$ cat config.mk
export PLATFORM = sky130hd
export DESIGN_NAME = rv32i_alu
export DESIGN_NICKNAME = d
export VERILOG_FILES = /design/src/rtl/rv32i_defs.sv /design/src/rtl/alu_shifter.sv /design/src/rtl/rv32i_alu.sv
export SDC_FILE = /design/constraint.sdc
export NUM_CORES = 1
export LEC_CHECK = 0
export ABC_AREA = 1
export CORE_ASPECT_RATIO = 1.4
export CORE_MARGIN = 4
export CORE_UTILIZATION = 50
export CTS_CLUSTER_DIAMETER = 100
export DETAILED_ROUTE_END_ITERATION = 8
export DONT_BUFFER_PORTS = 1
export PLACE_DENSITY = 0.65
export SYNTH_ARGS = -nofsm -noshare
export SYNTH_HDL_FRONTEND = slang
export SYNTH_SLANG_ARGS = --single-unit
$ cat constraint.sdc
create_clock -name clk -period 8.9 [get_ports clk]
set_input_delay 2.225 -clock clk [delete_from_list [all_inputs] [get_ports clk]]
set_output_delay 2.225 -clock clk [all_outputs]
set_load 0.005 [all_outputs]
$ cat src/rtl/rv32i_defs.sv
// Shared definitions for the RV32I execute-stage ALU: opcode encoding and
// bit positions of the {n, z, c, v} status flags.
package rv32i_defs;

   typedef enum logic [3:0] {
      SUM  = 4'd0,
      SUB  = 4'd1,
      AND  = 4'd2,
      OR   = 4'd3,
      XOR  = 4'd4,
      SLL  = 4'd5,
      SRL  = 4'd6,
      SRA  = 4'd7,
      SLT  = 4'd8,
      SLTU = 4'd9
   } alu_opcode;

   localparam int FLAG_N = 3;
   localparam int FLAG_Z = 2;
   localparam int FLAG_C = 1;
   localparam int FLAG_V = 0;

endpackage

$ cat src/rtl/alu_shifter.sv
// Barrel shifter for the ALU: all three shift flavours of operand a by a
// 5-bit amount, selected downstream by the opcode case.
module alu_shifter (
   input  logic [31:0] a,
   input  logic [4:0]  shamt,
   output logic [31:0] sll_res,
   output logic [31:0] srl_res,
   output logic [31:0] sra_res
);

   always_comb begin
      sll_res = a << shamt;
      srl_res = a >> shamt;
      sra_res = $signed(a) >>> shamt;
   end

endmodule

$ cat src/rtl/rv32i_alu.sv
// RV32I integer ALU: combinational result and NZCV status, plus a registered
// copy of the status for consumers in later cycles.
module rv32i_alu
   import rv32i_defs::*;
(
   input  logic        clk,
   input  logic        rst_n,
   input  logic [31:0] a,
   input  logic [31:0] b,
   input  alu_opcode   operation,
   output logic [31:0] result,
   output logic [3:0]  status,
   output logic [3:0]  status_q
);

   logic        sub_sel;
   logic [31:0] b_eff;
   logic [32:0] sum;
   logic        add_v;
   logic [31:0] sll_res;
   logic [31:0] srl_res;
   logic [31:0] sra_res;
   logic [31:0] result_d;
   logic        c_d;
   logic        v_d;
   logic [3:0]  status_d;

   alu_shifter u_shifter (
      .a       (a),
      .shamt   (b[4:0]),
      .sll_res (sll_res),
      .srl_res (srl_res),
      .sra_res (sra_res)
   );

   // One adder serves SUM, SUB and both compares; compares reuse the subtract.
   always_comb begin
      sub_sel = (operation == SUB) || (operation == SLT) || (operation == SLTU);
      b_eff   = sub_sel ? ~b : b;
      sum     = {1'b0, a} + {1'b0, b_eff} + {32'd0, sub_sel};
      add_v   = (a[31] == b_eff[31]) && (sum[31] != a[31]);
   end

   always_comb begin
      // NOTE: every output gets a default before the case so no path leaves it
      // unassigned, which would otherwise infer a latch.
      result_d = '0;
      c_d      = 1'b0;
      v_d      = 1'b0;
      case (operation)
         SUM, SUB: begin
            result_d = sum[31:0];
            c_d      = sum[32];
            v_d      = add_v;
         end
         AND:     result_d = a & b;
         OR:      result_d = a | b;
         XOR:     result_d = a ^ b;
         SLL:     result_d = sll_res;
         SRL:     result_d = srl_res;
         SRA:     result_d = sra_res;
         SLT:     result_d = {31'd0, sum[31] ^ add_v};
         SLTU:    result_d = {31'd0, ~sum[32]};
         default: result_d = '0;
      endcase

      status_d         = '0;
      status_d[FLAG_N] = result_d[31];
      status_d[FLAG_Z] = (result_d == '0);
      status_d[FLAG_C] = c_d;
      status_d[FLAG_V] = v_d;
   end

   assign result = result_d;
   assign status = status_d;

   // NOTE: sequential state uses non-blocking assignment so every flop samples
   // pre-edge values; the reset branch is asynchronous on rst_n.
   always_ff @(posedge clk or negedge rst_n) begin
      if (!rst_n) begin
         status_q <= '0;
      end else begin
         status_q <= status_d;
      end
   end

endmodule

==> results_dict.tcl, run 1 <==
set metrics [dict create \
    cts_setup_buffers 0 \
    fp.dieW_um 117 \
    endpoint_kind "output pin" \
    grt_antenna_before_repair 0 \
    detail_route.vias_per_cell 6.25 \
    diodes 0 \
    grt_overflow 0 \
    finalSetupViolations 0 \
    cts_buffer_depth 2 \
    firstDrtPassIters 6 \
    postRouteAntennaNets 0 \
    cts-buffers-inserted 3 \
    status "complete, no violations" \
    maxCapViolCount 0 \
    area_growth_pct -0.121 \
    peakVddDrop_v 0.0000540 \
    p_per_area_mw_per_mm2 73.9 \
    synthesis.nets 1758 \
    routed_wl_um 37700 \
    synthCells 1589 \
    postCtsHoldBufs 0 \
    rsz0062_at_grt "no" \
    instances_no_fill 1727 \
    tightest_slew_ns 1.14 \
    fillerInstances 1945 \
    clock_sinks 4 \
    min_period_over_period 0.886 \
    synth_edf_count 0 \
    grt_pass1_wl_um 56400 \
    layout_min_cycle_time_ns 7.88 \
    hold_class "in -> async" \
    layout_commonest_cell "nand2_1" \
    critPathKind "in -> out" \
    fin_tns_setup_ns 0 \
    worst_ep_arrival_time_ns 5.66 \
    required_ns 6.68 \
    cts-root-buf "clkbuf_16" \
    largest-register "status_q" \
    synth.cell_area_mm2 0.00829 \
    place.gp.congestion 1.05 \
    drv_slew 0 \
    initial_core_util 0.510 \
    path_clk_slew_ns 0.03 \
    max_clock_freq_mhz 127 \
    dr_total_vias 10800 \
    die_h_um 160 \
    hold_viol_final 0 \
    slew_headroom 0.236 \
    wl_per_cell_um 21.8 \
    cts_tree "yes" \
    num_rows 55 \
    synth_flop_cell "dfrtp_1" \
    io_pins 110 \
    drive_gt1_frac 0.0327 \
    critical_path.max_fanout 32 \
    grt_max_degree 61 \
    avgSynthCellArea_um2 5.22 \
    most-common-layout-cells "nand2_1, nand3_1, inv_1" \
    io_buffer_count 0 \
    drt_iter0_drc 1396 \
    nets 1699 \
    grt_pass1_vias 10000 \
    yosysSeqAreaShare 0.0121 \
    core_area_mm2 0.0162 \
    grt_use_total 0.388 \
    reg.largest.list "status_q x4" \
    start_kind "input pin" \
    die_area_mm2 0.0187 \
    route.detailed.drc 0 \
    postLayoutCoreUtil 0.510 \
    dpl.cell_count 1724 \
    async_flop_share 1.00 \
    place.detailed.hpwl_um 30900 \
    largest_reg_flops 4 \
    ys_types 46 \
    p_leak_nw 4.42 \
    h-tree-depth 1 \
    yosysWarnings 0 \
    ys_seq_elements 4 \
    cts_resized 0 \
]
==> worst max path at each step <==
stage          slack [ns]        end         start  cells after the start
3_5_place_dp         1.05  status[2]  operation[2]                     21
3_3_place_gp         1.09  status[2]  operation[2]                     21
5_1_grt              0.71  status[2]  operation[2]                     21
6_report             1.02  status[2]  operation[2]                     21
2_1_floorplan        1.85  status[2]  operation[0]                     19
4_1_cts              1.04  status[2]  operation[2]                     21
==> cell families after synthesis <==
| family | share of synthesized area |
|---|---|
| xor+xnor | 0.0349 |
| mux | 0.00121 |
| compound gates | 0.150 |
| buf+inv | 0.125 |
| simple gates | 0.527 |
| flops | 0.0121 |
| fa+ha+maj | 0.150 |
==> stage by stage <==
| stage | hold slack, ns | total power, W | worst slack [ns] | instance area, um^2 |
|---|---|---|---|---|
| 2_1_floorplan | 1.93 | 0.000411 | 1.85 | 8290 |
| 3_3_place_gp | 1.93 | 0.000523 | 1.09 | 8200 |
| 3_5_place_dp | 1.93 | 0.000526 | 1.05 | 8200 |
| 4_1_cts | 1.70 | 0.000599 | 1.04 | 8280 |
| 5_1_grt | 1.69 | 0.000671 | 0.708 | 8280 |
| 6_report | 1.70 | 0.000612 | 1.02 | 8280 |
==> metal layers <==
metal / global-route usage / part of all wire / vias up
li1: - / - / 5163
met1: 0.488 / 0.39 / 4903
met2: 0.624 / 0.46 / 570
met3: 0.0641 / 0.087 / 153
met4: 0.208 / 0.069 / 0
met5: 0 / 0 / -
==> worst max-delay path, cell delays in order <==
cell,delay (ns)
inv_1,0.11
o211ai_1,0.10
buf_4,0.31
o21ai_0,0.30
inv_1,0.09
fa_1,0.38
inv_1,0.11
nand3_1,0.07
nand2_1,0.19
inv_1,0.07
o21ai_1,0.24
nand2_1,0.13
nand2_1,0.19
nand3_1,0.14
nand2_1,0.13
nor2_1,0.08
nor2_1,0.16
nand4_1,0.11
nor2_1,0.10
nand2_1,0.11
nor2_1,0.29
==> cell usage after synthesis, types with 15 or more instances <==
master	instances	share of area
a21oi_1	69	0.042
buf_2	34	0.021
clkbuf_1	17	0.0077
ha_1	98	0.15
inv_1	159	0.072
nand2_1	484	0.22
nand3_1	299	0.18
nor2_1	139	0.063
o211ai_1	22	0.020
o21ai_0	54	0.033
o21ai_1	15	0.0091
xor2_1	32	0.034
==> layout make-up <==
cell class / instances / area [um^2] / share of cell area
tap: 199 / 249 / 0.0301
timing repair buffer: 9 / 67.6 / 0.00816
clock buffer: 3 / 75.1 / 0.00907
sequential: 4 / 100 / 0.0121
inverter: 166 / 626 / 0.0756
multi-input combinational: 1346 / 7160 / 0.865
==> power breakdown <==
part / internal [W] / switching (W)
clock network: 0.0000573 / 0.0000121
logic: 0.000162 / 0.000361
registers: 0.0000192 / 0.000000447
total: 0.000239 / 0.000373
No activity file was read; power rests on OpenSTA's default activity.
==> run 2: changes to the inputs <==
--- a/config.mk
+++ b/config.mk
@@ -6,6 +6,7 @@
 export NUM_CORES = 1
 export LEC_CHECK = 0
 export ABC_AREA = 1
+export CAP_MARGIN = 10
 export CORE_ASPECT_RATIO = 1.4
 export CORE_MARGIN = 4
 export CORE_UTILIZATION = 50
==> results of run 2 <==
The final DEF is identical to that of run 1; final timing and power are the same.
